<file path="src/rtl/uart_pkg.sv">
// Shared UART definitions: receiver state encoding and parity modes.
// Also used by the transmitter.
package uart_pkg;

    localparam int PARITY_NONE = 0;
    localparam int PARITY_EVEN = 1;
    localparam int PARITY_ODD  = 2;

    typedef enum logic [2:0] {
        ST_IDLE,
        ST_START,
        ST_DATA,
        ST_PARITY,
        ST_STOP,
        ST_WAIT_HIGH
    } uart_rx_state_t;

endpackage

</file>
<file path="src/rtl/uart_rx_core_if.sv">
// Receive-word handshake bundle between the UART receiver and its consumer.
// The receiver uses the master modport and the consumer uses the slave modport.
interface uart_rx_core_if #(
    parameter int DATA_BITS = 8
);
    logic [DATA_BITS-1:0] data_out;
    logic                 data_valid;
    logic                 data_ready;
    logic                 parity_error;
    logic                 framing_error;
    logic                 overrun_error;
    logic                 rx_busy;

    modport master (
        output data_out,
        output data_valid,
        output parity_error,
        output framing_error,
        output overrun_error,
        output rx_busy,
        input  data_ready
    );

    modport slave (
        input  data_out,
        input  data_valid,
        input  parity_error,
        input  framing_error,
        input  overrun_error,
        input  rx_busy,
        output data_ready
    );
endinterface

</file>
<file path="src/rtl/uart_baud_tick.sv">
// Bit-period counter with a restartable phase.
// It strobes at mid start bit (half) or once per full bit period.
module uart_baud_tick #(
    parameter int CLKS_PER_BIT = 16
) (
    input  logic clk,
    input  logic rst,
    input  logic i_restart,
    input  logic i_half,
    output logic o_tick
);
    localparam int CW = $clog2(CLKS_PER_BIT);
    localparam logic [CW-1:0] LAST = CW'(CLKS_PER_BIT - 1);
    localparam logic [CW-1:0] MID  = CW'(CLKS_PER_BIT / 2 - 1);

    logic [CW-1:0] r_cnt;

    always_ff @(posedge clk) begin
        if (rst || i_restart) begin
            r_cnt <= '0;
        end else if (r_cnt == LAST) begin
            r_cnt <= '0;
        end else begin
            r_cnt <= r_cnt + 1'b1;
        end
    end

    assign o_tick = (r_cnt == (i_half ? MID : LAST));

endmodule

</file>
<file path="src/rtl/uart_rx_core.sv">
// Oversampling UART receiver: start-bit validation, LSB-first deserialiser,
// parity and stop checks, and a single-entry output word with error flags.
module uart_rx_core
    import uart_pkg::*;
#(
    parameter int CLKS_PER_BIT = 16,
    parameter int DATA_BITS    = 8,
    parameter int PARITY_MODE  = PARITY_NONE
) (
    input  logic           clk,
    input  logic           rst,
    input  logic           rx,
    uart_rx_core_if.master bus
);
    localparam int BW = $clog2(DATA_BITS + 1);
    localparam logic [BW-1:0] LAST_BIT = BW'(DATA_BITS - 1);

    logic r_rx_s1;
    logic r_rx_s2;
    uart_rx_state_t r_state;
    uart_rx_state_t w_next;
    logic [DATA_BITS-1:0] r_shift;
    logic [DATA_BITS-1:0] r_data_out;
    logic [BW-1:0] r_bit_cnt;
    logic r_par_err;
    logic r_frm_err;
    logic r_load;
    logic r_valid;
    logic r_perr;
    logic r_ferr;
    logic r_oerr;
    logic w_tick;
    logic w_restart;
    logic w_half;
    logic w_go;
    logic w_data_go;
    logic w_shift_en;
    logic w_par_en;
    logic w_stop_en;
    logic w_par_calc;

    always_ff @(posedge clk) begin
        if (rst) begin
            r_rx_s1 <= 1'b1;
            r_rx_s2 <= 1'b1;
        end else begin
            r_rx_s1 <= rx;
            r_rx_s2 <= r_rx_s1;
        end
    end

    uart_baud_tick #(
        .CLKS_PER_BIT(CLKS_PER_BIT)
    ) u_tick (
        .clk      (clk),
        .rst      (rst),
        .i_restart(w_restart),
        .i_half   (w_half),
        .o_tick   (w_tick)
    );

    always_ff @(posedge clk) begin
        if (rst) begin
            r_state <= ST_IDLE;
        end else begin
            r_state <= w_next;
        end
    end

    always_comb begin
        w_next     = r_state;
        w_restart  = 1'b0;
        w_half     = 1'b0;
        w_go       = 1'b0;
        w_data_go  = 1'b0;
        w_shift_en = 1'b0;
        w_par_en   = 1'b0;
        w_stop_en  = 1'b0;
        unique case (r_state)
            ST_IDLE: begin
                w_restart = 1'b1;
                if (!r_rx_s2) begin
                    w_next = ST_START;
                    w_go   = 1'b1;
                end
            end
            ST_START: begin
                w_half = 1'b1;
                if (w_tick) begin
                    if (r_rx_s2) begin
                        w_next = ST_IDLE;
                    end else begin
                        w_next    = ST_DATA;
                        w_restart = 1'b1;
                        w_data_go = 1'b1;
                    end
                end
            end
            ST_DATA: begin
                if (w_tick) begin
                    w_shift_en = 1'b1;
                    if (r_bit_cnt == LAST_BIT) begin
                        w_next = (PARITY_MODE != PARITY_NONE) ? ST_PARITY : ST_STOP;
                    end
                end
            end
            ST_PARITY: begin
                if (w_tick) begin
                    w_par_en = 1'b1;
                    w_next   = ST_STOP;
                end
            end
            ST_STOP: begin
                if (w_tick) begin
                    w_stop_en = 1'b1;
                    w_next    = r_rx_s2 ? ST_IDLE : ST_WAIT_HIGH;
                end
            end
            ST_WAIT_HIGH: begin
                w_restart = 1'b1;
                if (r_rx_s2) begin
                    w_next = ST_IDLE;
                end
            end
            default: w_next = ST_IDLE;
        endcase
    end

    assign w_par_calc = (^r_shift) ^ r_rx_s2;

    always_ff @(posedge clk) begin
        if (rst) begin
            r_shift   <= '0;
            r_bit_cnt <= '0;
            r_par_err <= 1'b0;
            r_frm_err <= 1'b0;
            r_load    <= 1'b0;
        end else begin
            r_load <= w_stop_en;
            if (w_go) begin
                r_par_err <= 1'b0;
                r_frm_err <= 1'b0;
            end
            if (w_data_go) begin
                r_bit_cnt <= '0;
            end
            if (w_shift_en) begin
                r_shift   <= {r_rx_s2, r_shift[DATA_BITS-1:1]};
                r_bit_cnt <= r_bit_cnt + 1'b1;
            end
            if (w_par_en) begin
                r_par_err <= (PARITY_MODE == PARITY_ODD) ? ~w_par_calc : w_par_calc;
            end
            if (w_stop_en) begin
                r_frm_err <= ~r_rx_s2;
            end
        end
    end

    // A same-cycle accept frees the slot, so the new word loads cleanly.
    always_ff @(posedge clk) begin
        if (rst) begin
            r_data_out <= '0;
            r_valid    <= 1'b0;
            r_perr     <= 1'b0;
            r_ferr     <= 1'b0;
            r_oerr     <= 1'b0;
        end else if (r_load && (!r_valid || bus.data_ready)) begin
            r_data_out <= r_shift;
            r_valid    <= 1'b1;
            r_perr     <= r_par_err;
            r_ferr     <= r_frm_err;
            r_oerr     <= 1'b0;
        end else if (r_load) begin
            r_oerr <= 1'b1;
        end else if (r_valid && bus.data_ready) begin
            r_valid <= 1'b0;
            r_perr  <= 1'b0;
            r_ferr  <= 1'b0;
            r_oerr  <= 1'b0;
        end
    end

    assign bus.data_out      = r_data_out;
    assign bus.data_valid    = r_valid;
    assign bus.parity_error  = r_perr;
    assign bus.framing_error = r_ferr;
    assign bus.overrun_error = r_oerr;
    assign bus.rx_busy       = (r_state != ST_IDLE);

endmodule

</file>
<file path="src/flat_wrapper.sv">
// flat-port wrapper written by rule: the top's interface ports become plain ports
module uart_rx_core_flat import uart_pkg::*;
#(
    parameter int CLKS_PER_BIT = 16,
    parameter int DATA_BITS    = 8,
    parameter int PARITY_MODE  = PARITY_NONE
)
  (clk, rst, rx, bus_data_out, bus_data_valid, bus_parity_error, bus_framing_error, bus_overrun_error, bus_rx_busy, bus_data_ready);
  uart_rx_core_if #(.DATA_BITS(DATA_BITS)) bus_i ();
  input  logic clk;
  input  logic rst;
  input  logic rx;
  output wire logic [$bits(bus_i.data_out)-1:0] bus_data_out;
  output wire logic [$bits(bus_i.data_valid)-1:0] bus_data_valid;
  output wire logic [$bits(bus_i.parity_error)-1:0] bus_parity_error;
  output wire logic [$bits(bus_i.framing_error)-1:0] bus_framing_error;
  output wire logic [$bits(bus_i.overrun_error)-1:0] bus_overrun_error;
  output wire logic [$bits(bus_i.rx_busy)-1:0] bus_rx_busy;
  input wire logic [$bits(bus_i.data_ready)-1:0] bus_data_ready;
  assign bus_data_out = bus_i.data_out;
  assign bus_data_valid = bus_i.data_valid;
  assign bus_parity_error = bus_i.parity_error;
  assign bus_framing_error = bus_i.framing_error;
  assign bus_overrun_error = bus_i.overrun_error;
  assign bus_rx_busy = bus_i.rx_busy;
  assign bus_i.data_ready = bus_data_ready;
  uart_rx_core #(.CLKS_PER_BIT(CLKS_PER_BIT), .DATA_BITS(DATA_BITS), .PARITY_MODE(PARITY_MODE)) u_core (.clk(clk), .rst(rst), .rx(rx), .bus(bus_i));
endmodule
</file>
<file path="config.mk">
export PLATFORM = sky130hd
export DESIGN_NAME = uart_rx_core_flat
export DESIGN_NICKNAME = d
export VERILOG_FILES = /design/src/rtl/uart_pkg.sv /design/src/rtl/uart_rx_core_if.sv /design/src/rtl/uart_baud_tick.sv /design/src/rtl/uart_rx_core.sv /design/src/flat_wrapper.sv
export SDC_FILE = /design/constraint.sdc
export NUM_CORES = 1
export LEC_CHECK = 0
export ABC_AREA = 1
export ABC_CLOCK_PERIOD_IN_PS = 1350
export CORE_UTILIZATION = 51
export CTS_CLUSTER_SIZE = 40
export DETAILED_ROUTE_END_ITERATION = 7
export PLACE_DENSITY = 0.72
export RECOVER_POWER = 25
export SETUP_SLACK_MARGIN = 0.1
export SLEW_MARGIN = 10
export SYNTH_ARGS = -nofsm -noshare
export SYNTH_HDL_FRONTEND = slang
export SYNTH_SLANG_ARGS = --single-unit
</file>
<file path="constraint.sdc">
create_clock -name clk -period 1.35 [get_ports clk]
set_input_delay 0.3375 -clock clk [delete_from_list [all_inputs] [get_ports clk]]
set_output_delay 0.3375 -clock clk [all_outputs]
set_load 0.1 [all_outputs]
</file>
After elaboration in Yosys (flattened, before gate mapping). Cells that the tools add are included.

Reductions and logical operators: 18. Add/subtract/negate cells: 2. Bitwise logic cells: 2. Equal/unequal tests: 16. Mux-type cells: 32.

Operator list (count): two-way mux 3 bit (8); two-way mux 1 bit (18); case mux 3 bit (6 select lines) (1); two-way mux 4 bit (3); != test 2 bit, second input constant (6); nonzero test 2 bit (5); adder 4 x 1 -> 4 bit, second input constant (2); XOR reduction 8 bit (1); AND reduction 7 bit (1); == test 3 x 2 -> 1 bit, second input constant (2); == test 3 bit, second input constant (2); OR reduction 2 bit (3); == test 4 x 3 -> 1 bit, second input constant (1); == test 4 bit (1); == test 4 bit, second input constant (1); != test 2 x 1 -> 1 bit, second input constant (2); == test 3 x 1 -> 1 bit, second input constant (1); logical NOT 3 bit (1); nonzero test 3 bit (1); logical AND 1 bit (2); logical OR 1 bit (2); two-way mux 2 bit (1); case mux 1 bit (2 select lines) (1); AND reduction 2 bit (1); 3 further kinds (3).

Output and inout port bits: 13. Word-level logic and storage cells: 84. Register bits: 36.

Depth between registers and ports, before layout. Gate-level depths: netlist (run 1).

Word-level depth: 8. Gate-level depth with buffers: 11. Mapped depth without buffers: 11.

Modules after synthesis. A second synthesis (run 1) with hierarchy kept.

Cell total of the unflattened synthesis: 232. Area, all modules: 1662.8 µm².

Modules (own cells, without submodules): uart_rx_core (seq. area each 640.6 µm², instances 1, cells an instance 212, area each 1491.4 µm²); uart_baud_tick (seq. area each 80.1 µm², instances 1, cells an instance 20, area each 171.4 µm²).

Worst setup path after synthesis (run 1). No wires, ideal clock.

Path type: register -> register. Start: register u_core.r_valid, in the netlist u_core.bus.data_valid. End: register u_core.r_ferr, in the netlist u_core.bus.framing_error. Library setup time: 0.132 ns. Data required time: 1.218 ns. Data arrival time: 1.584 ns. Stages on the path, launching flop included: 7. Slack: -0.366 ns. Clock period less this slack: 1.716 ns. Cell sequence: dfxtp_1 -> nand2_1 -> nand2_1 -> inv_1 -> buf_2 -> nand2_1 -> a21oi_1.

Cells in the longest elaborated chain, start to end: 5. Elaborated cells on any way between the ends: 8.

RTL lines: start: declaration (line uart_rx_core.sv:28) `logic r_valid;`; start signal: assignment (line uart_rx_core.sv:164) `r_valid <= 1'b0;`; start signal: assignment (line uart_rx_core.sv:170) `r_valid <= 1'b1;`; start signal: assignment (line uart_rx_core.sv:177) `r_valid <= 1'b0;`; logical NOT 1 bit (line uart_rx_core.sv:168) `end else if (r_load && (!r_valid || bus.data_ready)) begin`; logical OR 1 bit (line uart_rx_core.sv:168); logical AND 1 bit (line uart_rx_core.sv:168); != test 2 bit (no line) / nonzero test 2 bit (equally long branches); AND reduction 2 bit (no line); end signal: assignment (line uart_rx_core.sv:172) `r_ferr <= r_frm_err;`; end: declaration (line uart_rx_core.sv:30) `logic r_ferr;`.

Parallel ways exist; a longest one is shown, timed or not. A chain may end at the register's enable or synchronous reset.

Worst setup path after layout (run 1).
Start: register u_core.r_state[0]. End: output bus_rx_busy.

Cells in the longest elaborated chain, start to end: 1.

RTL lines: start: declaration (line uart_rx_core.sv:20) `uart_rx_state_t r_state;`; start signal: assignment (line uart_rx_core.sv:66) `r_state <= w_next;`; nonzero test 3 bit (line uart_rx_core.sv:189) `assign bus.rx_busy = (r_state != ST_IDLE);`; end: declaration (line flat_wrapper.sv:18) `output wire logic [$bits(bus_i.rx_busy)-1:0] bus_rx_busy;`.

No other way between the ends.

==> results of run 1 <==
-- worst max-delay path, delay by kind of cell, from the launching register on --
kind,cells,cell delay [ns]
AND/OR/NAND/NOR,2,0.24
buffers and inverters,1,0.16
flip-flops,1,0.37
-- layout by cell type (no fill, tap or decap), types with 9 or more instances in the layout --
| master | instances |
|---|---|
| inv_1 | 18 |
| nand3_1 | 10 |
| dfxtp_1 | 9 |
| dfxtp_2 | 18 |
| nor2_1 | 14 |
| a21oi_2 | 10 |
| dfxtp_4 | 9 |
| a21oi_1 | 15 |
| buf_4 | 16 |
| o21ai_0 | 10 |
| inv_2 | 9 |
| nand2_1 | 57 |
| buf_12 | 15 |
-- area by class of cell --
class,count,area (µm²)
tap,46,57.56
inverter,29,113.9
clock buffer,6,51.30
clock inverter,2,10.01
multi-input combinational,169,1127
fill,230,675.6
timing repair buffer,40,524.3
sequential,36,777.0
-- timing repair --
action	in CTS	in global routing
pin swaps	10	8
setup buffers	10	3
gates resized for setup	29	42
gates cloned	0	1
setup endpoints to repair	22	36
hold buffers	0	0
-- power by group --
part	internal [mW]	total [mW]	leakage, nW	switching, mW
combinational	0.622	1.60	0.802	0.978
sequential	1.13	1.20	0.307	0.0681
clock	0.248	0.617	0.0380	0.370
total	2.00	3.41	1.15	1.42
-- layer usage --
metal,share of wire (%),wire length (µm)
met1,44,2006
met2,51,2325
met3,3.6,166
met4,2.2,103
met5,0,0
-- how the worst min path moves through the flow --
stage                         startpoint  cells past startpoint              to  slack [ns]
after floorplan           u_core.r_rx_s1                      1  u_core.r_rx_s2        0.39
after global placement    u_core.r_rx_s1                      1  u_core.r_rx_s2        0.39
after detailed placement  u_core.r_rx_s1                      1  u_core.r_rx_s2        0.39
after CTS                 u_core.r_rx_s1                      1  u_core.r_rx_s2        0.42
after global routing      u_core.r_rx_s1                      1  u_core.r_rx_s2        0.46
final                     u_core.r_rx_s1                      1  u_core.r_rx_s2        0.43
-- cell families after synthesis --
kind of cell	count (synthesis)
and+or+nand+nor	116
adders and majority gates	2
AOI/OAI and AO/OA	48
DFF	36
xor gates and xnor gates	3
buffers and inverters	35
-- flip-flops by register name, summed over array words and instances, names as in the netlist --
register                  flops
u_core.r_shift                8
u_core.bus.data_valid         1
u_core.r_rx_s1                1
u_core.r_load                 1
u_core.r_bit_cnt              4
u_core.r_par_err              1
u_core.bus.framing_error      1
u_core.bus.overrun_error      1
u_core.bus.data_out           8
u_core.r_frm_err              1
u_core.r_rx_s2                1
u_core.bus.parity_error       1
u_core.u_tick.r_cnt           4
u_core.r_state                3
-- stage by stage --
step | power [mW] | setup TNS, ns
after global placement | 2.368 | -0.9346
after global routing | 3.552 | -1.483
after CTS | 3.306 | -0.4746
after floorplan | 2.100 | 0
final | 3.415 | -0.3842
after detailed placement | 2.385 | -1.873
==> impl_metrics.yaml, run 1 <==
yosys:
  async_reset_ff_share_pct: 0
  synthTopCellsByCount: "nand2_1, dfxtp_1, inv_1"
  synthAdderAreaFrac_pct: 1.404
  synth_cells: 240
  syn_area_um2: 1782
  synth_top_area_share_pct: 40.45
  synth-compound-area-share_pct: 17.13
  ys_types: 30
  synth_most_common_cell: "nand2_1"
  syn_nets: 246
  synthTopCellsByArea: "dfxtp_1, nand2_1, inv_1, a21oi_1, nand3_1"
  ys_ff_latch: 36
  synthMuxAreaShare_pct: 0
  synth_edf_count: 0
  yosysWarnings: 0
  ys.flop_type: "dfxtp_1"
  synth-simple-area-share_pct: 30.97
  synth_top_family_by_area: "simple AND/OR/NAND/NOR gates"
  syn_avg_cell_area_um2: 7.424
  synth_xor_area_share_pct: 1.475
  synth_area_leader_cell: "dfxtp_1"
  seq_area_frac_synth_pct: 40.45
grt:
  grt_use_met3_pct: 6.303
  grtUsageMet1_pct: 29.31
  first_global_vias: 1511
  grt-ovfl-total: 0
  antenna_found_initial: 0
  track_usage_pct: 25.03
  top_usage_layer: "met2"
  grt_pass1_wl_um: 6734
  grt_max_degree: 23
  use_met2_pct: 42.86
timing:
  whs_ns: 0.4282
  rsz0062_at_grt: "yes"
  setup_viol: 11
  period_minus_slack_ns: 1.458
  relSlewSlack_pct: 72.96
  worst_slew_pin_slew_ns: 0.4013
  setup_slack_ns: -0.1078
  fmax_mhz: 686.0
  hold_viol_final: 0
  timing.final.crit_share_pct: 108.0
  fin_worst_skew_ns: 0.01339
  drv_slew: 0
final_layout:
  n_antenna_cell: 0
  stdcell_count: 328
  utilization_pct: 79.75
  postLayoutCellArea_um2: 2661
  fin_nets: 287
  area_growth_pct: 49.37
  drive_above_1_share_pct: 48.94
worst_setup_path:
  crit_path_top_delay_cell: "dfxtp_4"
  start_kind: "register"
  ff2ff_path_depth: 8
  crit_path_start: "u_core.r_state[0]"
  endpoint: "bus_rx_busy"
  cp.required_ns: 1.01
  cp_slowest_stage_delay_ns: 0.37
  r2r-end: "u_core.r_shift[5]"
  end_kind: "output port"
  arrival_ns: 1.12
  worstReg2RegStart: "u_core.r_state[1]"
  path_class: "reg2out"
  path_cells: "nor2_4, nand2_8, buf_12"
  cp_max_fo: 2
  ff2ff_setup_slack_ns: -0.04
drt:
  antenna_left: 0
  wl_per_cell_um: 14.03
  wl_um: 4602
  first_pass_iters: 4
  route.detailed.drc: 0
  viasPerCell: 5.223
  dr.first_iter.drc_count: 119
  num_vias: 1713
job:
  drv_cap: 0
power:
  leakage_nw: 1.147
  peakVddDrop_v: 0.002081
  p_per_area_nw_per_um2: 1283
die:
  top_level_ports: 17
  die_area_um2: 3734
  fp.dieW_um: 61.11
  rows: 21
  die_y_um: 61.11
  initial_core_util_pct: 53.39
  core_area_um2: 3337
outcome:
  violations: "negative setup slack"
  status: "finished, violations left"
cts:
  cts_buffers: 5
  clkTransAtPathRegs_ns: 0.11
  cts_tree: "done"
  clockBufferDepth: 2
  clock-sinks: 36
  cts_root_buf: "clkbuf_4"
  cts_max_level: 2
  clkLatencyLatePin_ns: 0.35
placement:
  pre_cts_ws_ns: -0.1707
  gp_congestion: 0.8110
  io_buffers: 16
  place_area_um2: 2255
  hpwl_um: 2709
  placed_cells: 307
hold_path:
  min_path_type: "reg2reg"
No activity file was read; power rests on OpenSTA's default activity.
==> run 2, diff against run 1 <==
Settings changed: CORE_MARGIN set to 10, SETUP_SLACK_MARGIN 0.1 to 0.3.
==> run 2 against run 1 <==
Net effect: the flow still finishes with violations (negative setup slack); clock skew down 0.0027 ns; global-route usage down 9.8 points; cell count up 3.4%; critical endpoint is now u_core.r_state[0].
==> impl_metrics.yaml, run 2 (synthesis gave the netlist of run 1 again) <==
timing:
  fin_worst_skew_ns: 0.01068
  drv_slew: 0
  relSlewSlack_pct: 69.56
  period_minus_slack_ns: 1.482
  setup_slack_ns: -0.1320
  rsz0062_at_grt: "yes"
  timing.final.crit_share_pct: 109.8
  fmax_mhz: 674.8
  setup_viol: 17
  worst_slew_pin_slew_ns: 0.4518
  hold_viol_final: 0
drt:
  dr.first_iter.drc_count: 97
  route.detailed.drc: 0
  antenna_left: 0
  num_vias: 1824
  wl_um: 5388
  wl_per_cell_um: 15.89
  first_pass_iters: 4
  viasPerCell: 5.381
final_layout:
  drive_above_1_share_pct: 58.02
  fill_cells: 158
  n_antenna_cell: 0
  area_growth_pct: 63.13
  layout_common_cells: "nand2_1, buf_4, a21oi_2, buf_12"
  layout_commonest_cell: "nand2_1"
  fin_nets: 298
  postLayoutCellArea_um2: 2907
worst_setup_path:
  cp.required_ns: 1.63
  end_kind: "register"
  start_kind: "register"
  arrival_ns: 1.76
  cp_max_fo: 4
  path_class: "reg2reg"
cts:
  clkTransAtPathRegs_ns: 0.11
  clkLatencyLatePin_ns: 0.35
  clockBufferDepth: 2
  cts_max_level: 2
  cts_root_buf: "clkbuf_4"
  cts_buffers: 5
  cts_tree: "done"
  clock-sinks: 36
die:
  top_level_ports: 17
  die_area_um2: 6258
  initial_core_util_pct: 52.98
  fp.dieW_um: 79.11
  core_area_um2: 3363
  rows: 21
  die_y_um: 79.11
power:
  peakVddDrop_v: 0.001159
  p_per_area_nw_per_um2: 1320
  leakage_nw: 1.210
grt:
  grt-ovfl-total: 0
  grt_max_degree: 12
  track_usage_pct: 15.19
  grtUsageMet1_pct: 17.17
  grt_use_met3_pct: 3.941
  use_met2_pct: 26.02
  first_global_vias: 1684
  antenna_found_initial: 0
  top_usage_layer: "met2"
  grt_pass1_wl_um: 7734
job:
  drv_cap: 0
outcome:
  violations: "negative setup slack"
  status: "finished, violations left"
placement:
  hpwl_um: 2822
  pre_cts_ws_ns: -0.1606
  place_area_um2: 2340
  io_buffers: 16
  gp_congestion: 0.8244
hold_path:
  min_path_type: "in2reg"
-- run 2: per-stage QoR --
step	hold WS (ns)	TNS [ns]	power [mW]	utilization, %	cells
after floorplan	0.3895	0	2.138	-	240
after global placement	0.3964	-1.427	2.406	69.57	307
after CTS	0.4276	-0.4190	3.608	80.43	334
final	0.4172	-1.651	3.836	86.42	339
after detailed placement	0.3992	-2.140	2.418	69.57	307
after global routing	0.4283	-2.578	3.998	86.42	339
-- run 2: critical path, stage by stage (launching register included) --
cell and delay, ns:
dfxtp_4 0.37, buf_4 0.13, buf_6 0.13, nand3_4 0.08
inv_4 0.05, nand2_4 0.08, nand3_2 0.09, nand3_4 0.12
nand2_4 0.08, nand2_1 0.07, nand2_1 0.06, nor2_1 0.14
-- run 2: timing repair --
item,in CTS,in global routing
endpoints found under the setup margin,45,47
hold buffers,0,0
setup buffers,18,2
gates cloned,1,3
pin swaps,11,10
resized for setup,43,38
-- run 2: final cells by class --
cell class	count	area (µm²)	area share [%]
inverter	29	138.9	4.778
clock inverter	1	30.03	1.033
multi-input combinational	169	1207	41.54
clock buffer	7	65.06	2.238
timing repair buffer	48	599.3	20.62
timing repair inverter	3	28.78	0.9901
sequential	36	779.5	26.82
tap	46	57.56	1.980
-- run 2: power breakdown --
part / switching, mW / total (mW) / leakage, nW / internal, mW
registers: 0.0897 / 1.22 / 0.307 / 1.13
clock network: 0.370 / 0.862 / 0.0515 / 0.492
logic: 1.03 / 1.75 / 0.852 / 0.722
total: 1.49 / 3.84 / 1.21 / 2.34
-- run 2: path summary, 6_finish.rpt --
kind	from	endpoint	slack [ns]	depth (start not counted)
max reg2reg	u_core.r_state[0]	u_core.r_state[0]	-0.13	11
min	bus_data_ready	u_core.bus.data_valid	0.42	5
max	u_core.r_state[0]	u_core.r_state[0]	-0.13	11
min reg2reg	u_core.r_rx_s1	u_core.r_rx_s2	0.42	1
-- run 2: layer usage --
layer	wire length (µm)	share of wire (%)	vias up
li1	-	-	886
met1	2069	38	854
met2	2840	53	71
met3	345	6.4	13
met4	132	2.4	0
met5	0	0	-
